<file path="src/rtl/seg7_pkg.sv">
//------------------------------------------------------------------------------
// Module : seg7_pkg
// Brief  : Seven-segment types, hex glyph table and nibble-to-segment helper.
// Rev    : 1.0  initial release
//------------------------------------------------------------------------------
`default_nettype none

package seg7_pkg;

    // Segment vector {g,f,e,d,c,b,a}, active-high polarity
    typedef logic [6:0] seg7_t;

    localparam seg7_t SEG_BLANK = 7'b0000000;

    localparam seg7_t SEG_HEX [16] = '{
        7'b0111111, 7'b0000110, 7'b1011011, 7'b1001111,
        7'b1100110, 7'b1101101, 7'b1111101, 7'b0000111,
        7'b1111111, 7'b1100111, 7'b1110111, 7'b1111100,
        7'b0111001, 7'b1011110, 7'b1111001, 7'b1110001
    };

    // Unknown nibbles (X/Z) fall through to the default arm and decode as blank
    function automatic seg7_t hex2seg(input logic [3:0] nibble);
        seg7_t seg;
        case (nibble)
            4'h0:    seg = SEG_HEX[0];
            4'h1:    seg = SEG_HEX[1];
            4'h2:    seg = SEG_HEX[2];
            4'h3:    seg = SEG_HEX[3];
            4'h4:    seg = SEG_HEX[4];
            4'h5:    seg = SEG_HEX[5];
            4'h6:    seg = SEG_HEX[6];
            4'h7:    seg = SEG_HEX[7];
            4'h8:    seg = SEG_HEX[8];
            4'h9:    seg = SEG_HEX[9];
            4'hA:    seg = SEG_HEX[10];
            4'hB:    seg = SEG_HEX[11];
            4'hC:    seg = SEG_HEX[12];
            4'hD:    seg = SEG_HEX[13];
            4'hE:    seg = SEG_HEX[14];
            4'hF:    seg = SEG_HEX[15];
            default: seg = SEG_BLANK;
        endcase
        return seg;
    endfunction

endpackage

`default_nettype wire

</file>
<file path="src/rtl/hex_to_seg7_lut.sv">
//------------------------------------------------------------------------------
// Module : hex_to_seg7_lut
// Brief  : Combinational nibble to active-high seven-segment glyph lookup.
// Rev    : 1.0  initial release
//------------------------------------------------------------------------------
`default_nettype none

module hex_to_seg7_lut
    import seg7_pkg::*;
(
    input  logic [3:0] nibble_i,
    output seg7_t      seg_o
);

    always_comb begin
        seg_o = hex2seg(nibble_i);
    end

endmodule

`default_nettype wire

</file>
<file path="src/rtl/hex_seven_seg_decoder.sv">
//------------------------------------------------------------------------------
// Module : hex_seven_seg_decoder
// Brief  : Registered hex-digit seven-segment decoder with blanking enable.
// Rev    : 1.0  initial release
//------------------------------------------------------------------------------
`default_nettype none

module hex_seven_seg_decoder
    import seg7_pkg::*;
#(
    parameter bit ACTIVE_LOW = 1'b0
) (
    input  logic       clk,
    input  logic       rst,
    input  logic       enable,
    input  logic [3:0] binary_in,
    output logic [6:0] decoder_out
);

    // Blank as seen on the pins, i.e. after polarity conversion
    localparam seg7_t BLANK_OUT = ACTIVE_LOW ? ~SEG_BLANK : SEG_BLANK;

    seg7_t w_lut_seg;
    seg7_t w_active_seg;
    seg7_t seg_d;
    seg7_t seg_q;

    hex_to_seg7_lut u_lut (
        .nibble_i (binary_in),
        .seg_o    (w_lut_seg)
    );

    assign w_active_seg = enable ? w_lut_seg : SEG_BLANK;

    generate
        if (ACTIVE_LOW) begin : g_active_low
            assign seg_d = ~w_active_seg;
        end else begin : g_active_high
            assign seg_d = w_active_seg;
        end
    endgenerate

    always_ff @(posedge clk or posedge rst) begin
        if (rst) begin
            seg_q <= BLANK_OUT;
        end else begin
            seg_q <= seg_d;
        end
    end

    assign decoder_out = seg_q;

endmodule

`default_nettype wire

</file>
<file path="config.mk">
export PLATFORM = sky130hd
export DESIGN_NAME = hex_seven_seg_decoder
export DESIGN_NICKNAME = d
export VERILOG_FILES = /design/src/rtl/seg7_pkg.sv /design/src/rtl/hex_to_seg7_lut.sv /design/src/rtl/hex_seven_seg_decoder.sv
export SDC_FILE = /design/constraint.sdc
export NUM_CORES = 1
export LEC_CHECK = 0
export ABC_AREA = 0
export CAP_MARGIN = 20
export CELL_PAD_IN_SITES_DETAIL_PLACEMENT = 1
export CELL_PAD_IN_SITES_GLOBAL_PLACEMENT = 1
export CORE_ASPECT_RATIO = 1.1
export CORE_MARGIN = 5
export CORE_UTILIZATION = 32
export DETAILED_ROUTE_END_ITERATION = 16
export PLACE_DENSITY_LB_ADDON = 0.15
export SLEW_MARGIN = 20
export SYNTH_ARGS = -nofsm -noshare
export SYNTH_HDL_FRONTEND = slang
export SYNTH_SLANG_ARGS = --single-unit
</file>
<file path="constraint.sdc">
create_clock -name clk -period 0.8 [get_ports clk]
set_input_delay 0.16 -clock clk [delete_from_list [all_inputs] [get_ports clk]]
set_output_delay 0.16 -clock clk [all_outputs]
set_load 0.02 [all_outputs]
</file>
* After elaboration in Yosys (flattened, before gate mapping) *
Memories as Yosys holds them, arrays and structs flattened.
Cells that the tools add are included.

word-level totals
  output and inout port bits = 7
  ROM bits = 112
  latch bits = 0
  input port bits = 7
  memories = 1
  memory bits (writable) = 0
  register bits = 7

cells by class
  multiplexer cells = 1
  bitwise operators = 0
  $lt $le $gt $ge = 0
  shifts and indexed selects = 0
  multiply operators = 0
  reductions and logical operators = 0
  add/sub/neg operators = 0
  div/mod/pow operators = 0
  equal/unequal tests = 0

memories
  memory            depth  width  rd ports  clocked after Yosys merged registers in  wr ports  RTL line        source
  (name not given)  16     7      1         0                                        0         seg7_pkg.sv:25  case (nibble)

operators by type and width
  operator           count
  two-way mux 7 bit  1

* Longest topological paths before layout *
Gate-level depths: netlist of run 1.
An unclocked memory read counts as a cell.

  depth in word-level cells = 2
  depth in mapped cells = 5

* Hierarchy *
From an unflattened synthesis of run 1, not the netlist that was laid out.

second synthesis, totals
  cell total of the unflattened synthesis = 56
  area, all modules = 520.5 um^2

by module, submodules not included
  module                 instances  seq. area each (um^2)  area each (um^2)  cells an instance
  hex_to_seg7_lut        1          0.0                    297.8             41
  hex_seven_seg_decoder  1          175.2                  222.7             15

* Least setup slack after synthesis of run 1 *
OpenSTA, ideal clock, no wires.

  kind = input port to flip-flop
  from = in binary_in[0]
  to = reg seg_q[3], in the netlist decoder_out[3]
  arrival = 0.963 ns
  setup time = 0.065 ns
  slack = -0.228 ns
  required time = 0.735 ns
  stages = 5
  cell sequence = inv_1 -> ha_1 -> mux2_4 -> nand2_1 -> o211a_1

on the way
  cells in the longest elaborated chain, start to end = 2

RTL lines
  what                  RTL line                     source
  from (decl)           hex_seven_seg_decoder.sv:16  input logic [3:0] binary_in,
  memory (16 x 7 bit)   -
  two-way mux 7 bit     hex_seven_seg_decoder.sv:33  assign w_active_seg = enable ? w_lut_seg : SEG_BLANK;
  net seg_d[3]          hex_seven_seg_decoder.sv:25  seg7_t seg_d;
  to (signal assigned)  hex_seven_seg_decoder.sv:47  seg_q <= seg_d;
  to (decl)             hex_seven_seg_decoder.sv:26  seg7_t seg_q;

The timed path passes the listed nets, and every way through them passes these cells.

* Worst setup path after layout of run 1 *
  from = reg seg_q[5], in the netlist decoder_out[5]
  to = out decoder_out[5]

RTL lines
  what       RTL line                     source
  to (decl)  hex_seven_seg_decoder.sv:17  output logic [6:0] decoder_out

No word-level cell between the ends.

==> results of run 1 <==
==> worst max-delay path by stage <==
stage | startpoint | end | slack [ns] | depth (start not counted)
2_1_floorplan | binary_in[1] | decoder_out[3] | -0.1 | 5
6_report | decoder_out[5] | decoder_out[5] | -0.10 | 1
5_1_grt | decoder_out[5] | decoder_out[5] | -0.14 | 1
4_1_cts | decoder_out[5] | decoder_out[5] | -0.12 | 1
3_3_place_gp | binary_in[1] | decoder_out[3] | -0.75 | 7
3_5_place_dp | binary_in[1] | decoder_out[3] | -0.77 | 7
==> cells in the mapped netlist (all sizes together) <==
cell    number  share of area [%]
ha           5                 14
or2          1                1.4
nor3         1                1.1
o221a        1                2.5
buf          3                6.0
a211oi       1                1.6
o211a        2                4.4
nand3        1                1.1
nand2        4                3.3
nor2b        1                1.4
inv          4                3.3
a21oi        6                6.6
nor3b        1                1.6
o21ai        3                3.3
o31a         1                1.9
mux2         1                3.3
dfrtp        7                 38
mux2i        1                2.2
nor2         4                3.3
==> where the power goes <==
group          total (mW)  switching [mW]  internal [mW]
combinational       0.354           0.169          0.186
clock               0.308           0.118          0.190
sequential          0.394          0.0113          0.382
==> metrics by stage <==
step / setup slack (ns) / std cells / hold WS (ns)
final: -0.103 / 88 / 0.136
after global routing: -0.139 / 88 / 0.168
after CTS: -0.115 / 88 / 0.144
after detailed placement: -0.769 / 83 / 0.407
after global placement: -0.753 / 83 / 0.397
after floorplan: -0.0963 / 48 / -0.0366
==> layer usage <==
layer | vias up | global-route usage [%]
met5 | - | 0
li1 | 212 | -
met3 | 2 | 2.91
met2 | 14 | 22.0
met4 | 0 | 8.53
met1 | 210 | 11.1
==> kinds of logic (layout without fill, tap and decap cells) <==
kind of cell,count (synthesis),in the layout,synth area share (%)
AO/OA/AOI/OAI,14,14,20.2
adder cells (fa/ha/maj),5,5,13.7
flip-flops,7,7,38.3
multiplexers,2,2,5.46
AND/OR/NAND/NOR,13,13,13.1
buffers and inverters,7,31,9.29
==> layout by cell type, fill, tap and decap left out, types with 2 or more instances in the layout <==
master / synthesis / layout
dfrtp_1: 7 / 7
o21ai_0: 3 / 3
buf_4: 0 / 7
a21oi_1: 6 / 6
nand2_1: 4 / 3
ha_4: 0 / 2
ha_2: 0 / 3
buf_6: 2 / 11
clkbuf_4: 0 / 3
o211a_1: 2 / 2
nor2_1: 4 / 3
==> area by class of cell <==
| class | instances | area (µm²) | share of cell area (%) |
|---|---|---|---|
| multi-input combinational | 34 | 287 | 37.4 |
| timing repair buffer | 23 | 225 | 29.4 |
| sequential | 7 | 175 | 22.9 |
| inverter | 4 | 32.5 | 4.25 |
| clock buffer | 4 | 26.3 | 3.43 |
| tap | 16 | 20.0 | 2.61 |
==> repair_timing <==
| action | in CTS | in global routing |
|---|---|---|
| pin swaps | 5 | 1 |
| gates resized for setup | 72 | 7 |
| gates cloned | 1 | 0 |
| setup endpoints to repair | 14 | 11 |
| setup buffers | 1 | 1 |
==> run metrics, run 1 <==
highest-delay cell along the critical path=dfrtp_1; synthesized flop and latch total=7; met2 wire len=683 µm; post-synth cell types=20; Critical Path AT=0.74 ns; ordered list of cells on the worst path=buf_6; die area=2290 µm²; Max stage delay on crit path=0.37 ns; Worst path top cell family by delay=flip-flops; fin crit share=113%; H-tree depth=1; grt total ovfl=0; Remaining DRCs=0; max reg flops=7; die width=46.1 µm; top layer in use=met4; Post-Place Cell Area=676 µm²; Post-Syn Instances=48; drt total wl=1240 µm; Required @ worst endpoint=0.64 ns; Hold/Removal Path Class=in2async; initial antenna violation count=0; Total GRT Usage=12.2%; PD cells=1380 nW/µm²; WL per Instance=14.0 µm; RSZ-0062 raised after global routing=yes; met3 routed WL=79 µm; setup violators final=7; Core Box Area=1370 µm²; DRT iter0 DRCs=2; vias in the first global route=467; final hold vios=0; Slew headroom=83.6%; Power Total=1.06 mW; I/O Buffers=13; largest net degree at the start of global routing=8; Placer Congestion=0.747; failing checks=negative setup slack; fillers=160; Yosys warning total=0; setup ws final=-0.103 ns; setup TNS=-0.677 ns; CP startpoint kind=flop; Slew Limit Fails=0; num ports=14; Nets=85; critical path class=reg2out; initial core utilization=33.5%; maximum vdd drop=0.000478 V; Vias=438; leakage power=0.359 nW; crit path buf inv count=1; global-route wire length before repair=2010 µm; number of core rows=14; Worst Setup End Kind=primary output; fmax=1110 MHz; post-DP HPWL=853 µm; syn nets=60; Post-DRT Antenna Nets=0; CTS Buffer Depth=2; wire length on met1=451 µm; fin area=766 µm²; Area Growth Syn to Fin=67.2%; max cap viols=0; share of cells above drive strength 1=52.8%; # diodes=0; fin util=56.0%; TritonCTS buffer count=3; Slew @ Worst Pin=0.245 ns; Crit Path Max Fanout=1; first-pass detailed-route iteration total=2; die height=49.7 µm; CTS clock-pin slew for the worst setup and hold paths=0.05 ns; Syn Std Cell Area=458 µm²; CTS tree=done; CTS Hold Buffers Added=0; sequential element share of the synthesized area=38.3%; Root Buffer=clkbuf_4; status=finished, violations left; fin crit period=0.903 ns; Avg Cell Area, Syn=9.54 µm²; CTS Sinks=7; post-DR vias/cell=4.98
No activity file was read; power rests on OpenSTA's default activity.
==> run 2, diff against run 1 <==
SETUP_SLACK_MARGIN = 0.1   (was unset)
clock period = 1 ns   (was 0.8 ns; I/O delays follow)
==> run 2 against run 1 <==
- worst setup slack improved by 0.16 ns
- largest power group unchanged
- the flow now finishes without violations
- critical endpoint is now decoder_out[6]
- clock-buffer cell count did not move
- utilization up 0.18 points
- non-clock buffer count unchanged
- combinational power shrank 20%
- sequential power fell by 20%
- wire length is 9.3% lower
==> run metrics, run 2 (synthesized netlist as in run 1, its figures left out) <==
switch share=27.1% (-1.1 points); CTS Buffer Depth=2 (unchanged); max cap viols=0 (unchanged); leading cell type in the layout, fill and taps excluded=buf_6; most frequent cells in the layout=buf_6, dfrtp_1, buf_4; PD cells=1090 nW/µm² (-21%); max reg flops=7 (unchanged); Post-Place Cell Area=673 µm² (-0.37%); Total GRT Usage=11.7% (-0.51 points); CTS clock-pin slew for the worst setup and hold paths=0.05 ns (about the same); Flop pwr share=37.7% (+0.4 points); Root Buffer=clkbuf_4; post-DR vias/cell=4.86 (-2.3%); Max stage delay on crit path=0.37 ns (about the same); initial core utilization=33.5% (unchanged); Slew Limit Fails=0 (unchanged); Combinational Power Share=33.6% (about the same); DRT iter0 DRCs=2 (unchanged); # diodes=0 (unchanged); ordered list of cells on the worst path=buf_6; Clk pwr share=28.7% (-0.5 points); number of core rows=14 (unchanged); Required @ worst endpoint=0.80 ns (+0.16 ns); drt total wl=1120 µm (-9.3%); grt total ovfl=0 (unchanged); maximum vdd drop=0.000421 V (-12%); critical path class=reg2out; Core Box Area=1370 µm² (unchanged); Worst Setup End Kind=primary output; vias in the first global route=457 (-2.1%); RSZ-0062 raised after global routing=yes; crit path buf inv count=1 (unchanged); Area Growth Syn to Fin=67.8%; Remaining DRCs=0 (unchanged); Vias=428 (-2.3%); Post-DRT Antenna Nets=0 (unchanged); internal power=0.611 mW (-19%); fin crit share=94.4%; Worst Setup SP=decoder_out[6]; worst-case hold slack=0.183 ns (+0.0462 ns); Placer Congestion=0.754 (+0.95%); global-route wire length before repair=1950 µm (-3.1%); CTS tree=done; share of cells above drive strength 1=48.6% (-4.2 points); CP startpoint kind=flop; Nets=85 (unchanged); fmax=1060 MHz; die width=46.1 µm (unchanged); fin crit period=0.944 ns; initial antenna violation count=0 (unchanged); num ports=14 (unchanged); fin util=56.2% (+0.18 points); CTS Sinks=7 (unchanged); WL per Instance=12.7 µm (-9.3%); setup violators final=0 (-7); final hold vios=0 (unchanged); I/O Buffers=13 (unchanged); leakage power=0.373 nW (+3.7%); Worst path top cell family by delay=flip-flops; largest net degree at the start of global routing=8 (unchanged); die area=2290 µm² (unchanged); H-tree depth=1 (unchanged); switching pwr=0.227 mW (-24%); Slew headroom=83.6% (about the same); TritonCTS buffer count=3 (unchanged); post-DP HPWL=873 µm (+2.3%); Slew @ Worst Pin=0.245 ns (-0.000220 ns); Critical Path AT=0.74 ns (about the same); Crit Path Max Fanout=1 (unchanged); first-pass detailed-route iteration total=4 (+2); status=complete, no violations; die height=49.7 µm (unchanged); Hold/Removal Path Class=in2async; highest-delay cell along the critical path=dfrtp_1; fin area=768 µm² (+0.33%)
==> run 2: cell type report <==
| class | count | area [µm²] |
|---|---|---|
| Timing Repair Buffer | 23 | 244 |
| Inverter | 4 | 30.0 |
| Multi-Input combinational cell | 34 | 273 |
| Fill cell | 163 | 598 |
| Clock buffer | 4 | 26.3 |
| Tap cell | 16 | 20.0 |
| Sequential cell | 7 | 175 |
==> run 2: per-layer routing <==
metal	up-vias	global-route usage [%]	share of wire, %
met1	198	12.4	36
met2	18	20.9	53
met4	0	5.69	1.5
met3	2	2.18	8.7
met5	-	0	0
li1	210	-	-
==> run 2: what timing repair did <==
item / CTS / global route
buffers inserted: 2 / 0
resized for setup: 62 / 4
hold buffers: 0 / 0
pin swaps: 0 / 2
setup endpoints to repair: 14 / 10
cloned: 1 / 0
==> run 2: power groups by stage <==
stage               Sequential (mW)  Clock [mW]  Combinational [mW]
floorplan                     0.345           0               0.103
global placement              0.314           0               0.249
detailed placement            0.316           0               0.252
CTS                           0.316       0.245               0.279
global route                  0.317       0.274               0.306
finish                        0.316       0.240               0.282
==> run 2: metrics by stage <==
stage               setup WS, ns  power (mW)  std cells  setup TNS [ns]
floorplan                 0.0637       0.448         48               0
global placement          -0.616       0.563         81           -4.39
detailed placement        -0.652       0.567         81           -4.55
CTS                       0.0458       0.841         88               0
global route              0.0167       0.897         88               0
finish                    0.0556       0.838         88               0
==> run 2: how the worst max path moves through the flow <==
stage / endpoint / slack (ns) / cells after the start
after floorplan: decoder_out[3] / 0.06 / 5
after global placement: decoder_out[3] / -0.62 / 7
after detailed placement: decoder_out[3] / -0.65 / 7
after CTS: decoder_out[6] / 0.05 / 1
after global routing: decoder_out[2] / 0.02 / 1
final: decoder_out[6] / 0.06 / 1
==> run 3, diff against run 2 <==
CORE_UTILIZATION = 29   (was 32)
clock period = 0.8 ns   (was 1 ns; I/O delays follow)
==> run 3 against run 2 <==
- the run now ends with negative setup slack left
- worst setup slack got worse by 0.16 ns
- global-route usage fell by 0.14 points
- largest cell class unchanged
- first-iteration DRC count down 100%
- via count up 2.8%
==> run metrics, run 3 (synthesized netlist as in run 1, its figures left out) <==
PD cells=1270 nW/µm² (+17%); num ports=14 (unchanged); global-route wire length before repair=2060 µm (+5.3%); setup ws final=-0.106 ns (-0.161 ns); number of core rows=15 (+1); TritonCTS buffer count=3 (unchanged); vias in the first global route=437 (-4.4%); Remaining DRCs=0 (unchanged); initial core utilization=29.8% (-3.8 points); maximum vdd drop=0.000457 V (+8.6%); Placed Cells=86 (+6.2%); I/O Buffers=13 (unchanged); RSZ-0062 raised after global routing=yes; die width=47.9 µm (+4.0%); CTS Sinks=7 (unchanged); Area Growth Syn to Fin=91.8%; ordered list of cells on the worst path=buf_6; CTS Buffer Depth=2 (unchanged); CTS clock-pin slew for the worst setup and hold paths=0.05 ns (about the same); Max stage delay on crit path=0.37 ns (about the same); most frequent cells in the layout=buf_6, dfrtp_1, ha_4; Nets=87 (+2.4%); Hold/Removal Path Class=in2async; Worst Setup SP=decoder_out[2]; crit path capture=decoder_out[2]; first-pass detailed-route iteration total=1 (-3); DRT iter0 DRCs=0 (-2); drt total wl=1280 µm (+14%); highest-delay cell along the critical path=dfrtp_1; status=finished, violations left; Slew @ Worst Pin=0.263 ns (+0.0174 ns); fin util=57.1% (+0.85 points); fmax=1100 MHz; crit path buf inv count=1 (unchanged); leakage power=0.391 nW (+4.9%); Root Buffer=clkbuf_4; fin crit share=113%; Post-Layout Cell Count=91 (+3.4%); critical path class=reg2out; # diodes=0 (unchanged); max cap viols=0 (unchanged); Required @ worst endpoint=0.64 ns (-0.16 ns); post-DP HPWL=926 µm (+6.1%); initial antenna violation count=0 (unchanged); WL per Instance=14.1 µm (+10%); Core Box Area=1540 µm² (+13%); Slew Limit Fails=0 (unchanged); die area=2470 µm² (+8.1%); CTS Hold Buffers Added=0 (unchanged); max reg flops=7 (unchanged); final hold vios=0 (unchanged); grt total ovfl=0 (unchanged); Slew headroom=82.5% (-1.2 points); die height=51.7 µm (+4.0%); Power Total=1.12 mW (+33%); Crit Path Max Fanout=1 (unchanged); fillers=170 (+4.3%); WP depth=1 (unchanged); post-DR vias/cell=4.84 (-0.59%); Total GRT Usage=11.6% (-0.14 points); Worst path top cell family by delay=flip-flops; Post-DRT Antenna Nets=0 (unchanged); fin crit period=0.906 ns; failing checks=negative setup slack; CTS tree=done; share of cells above drive strength 1=60.8% (+12 points); largest net degree at the start of global routing=9 (+1); Placer Congestion=0.690 (-8.4%); Worst Setup End Kind=primary output; leading cell type in the layout, fill and taps excluded=buf_6; setup violators final=8 (+8); CP startpoint kind=flop; H-tree depth=1 (unchanged); Critical Path AT=0.75 ns (about the same); Vias=440 (+2.8%)
-- run 3: changes by cell type in the layout (fill, tap and decap cells not counted), sizes merged --
cell	previous run	this run
bufbuf	1	0
clkinv	0	1
inv	4	3
dlygate4sd2	2	1
buf	19	23
-- run 3: report_power, final --
part	switching [mW]	internal (mW)
logic	0.189	0.224
clock network	0.119	0.190
registers	0.0126	0.382
total	0.321	0.795
-- run 3: final cells by class --
cell class	instances	area, µm²	area share [%]
Multi-Input combinational cell	34	334	38.0
Inverter	4	40.0	4.56
Sequential cell	7	175	19.9
Clock buffer	4	26.3	2.99
Timing Repair Buffer	25	282	32.1
Tap cell	17	21.3	2.42
-- run 3: how the worst min path moves through the flow --
stage / start / to / slack, ns
final: rst / decoder_out[5] / 0.15
after global routing: rst / decoder_out[5] / 0.17
after CTS: rst / decoder_out[5] / 0.15
after detailed placement: rst / decoder_out[6] / 0.41
after global placement: rst / decoder_out[6] / 0.40
after floorplan: rst / decoder_out[0] / -0.04
-- run 3: repair_timing --
action	4_1_cts	5_1_grt
buffers inserted	0	2
endpoints found under the setup margin	14	14
pin swaps	8	8
gates cloned	1	0
gates resized for setup	80	24
-- run 3: layer usage --
metal / up-vias / track usage [%] / share of wire (%)
li1: 217 / - / -
met1: 211 / 13.2 / 39
met2: 12 / 21.1 / 55
met3: 0 / 1.04 / 6.3
met4: 0 / 4.04 / 0
met5: - / 0 / 0
-- run 3: per-stage QoR --
stage	cell area (µm²)	TNS (ns)	hold WS (ns)	setup WS [ns]
2_1_floorplan	489	-0.149	-0.0366	-0.0963
3_3_place_gp	692	-6.64	0.400	-0.756
3_5_place_dp	692	-6.81	0.414	-0.768
4_1_cts	811	-0.891	0.151	-0.121
5_1_grt	878	-0.940	0.173	-0.144
6_report	878	-0.723	0.148	-0.106
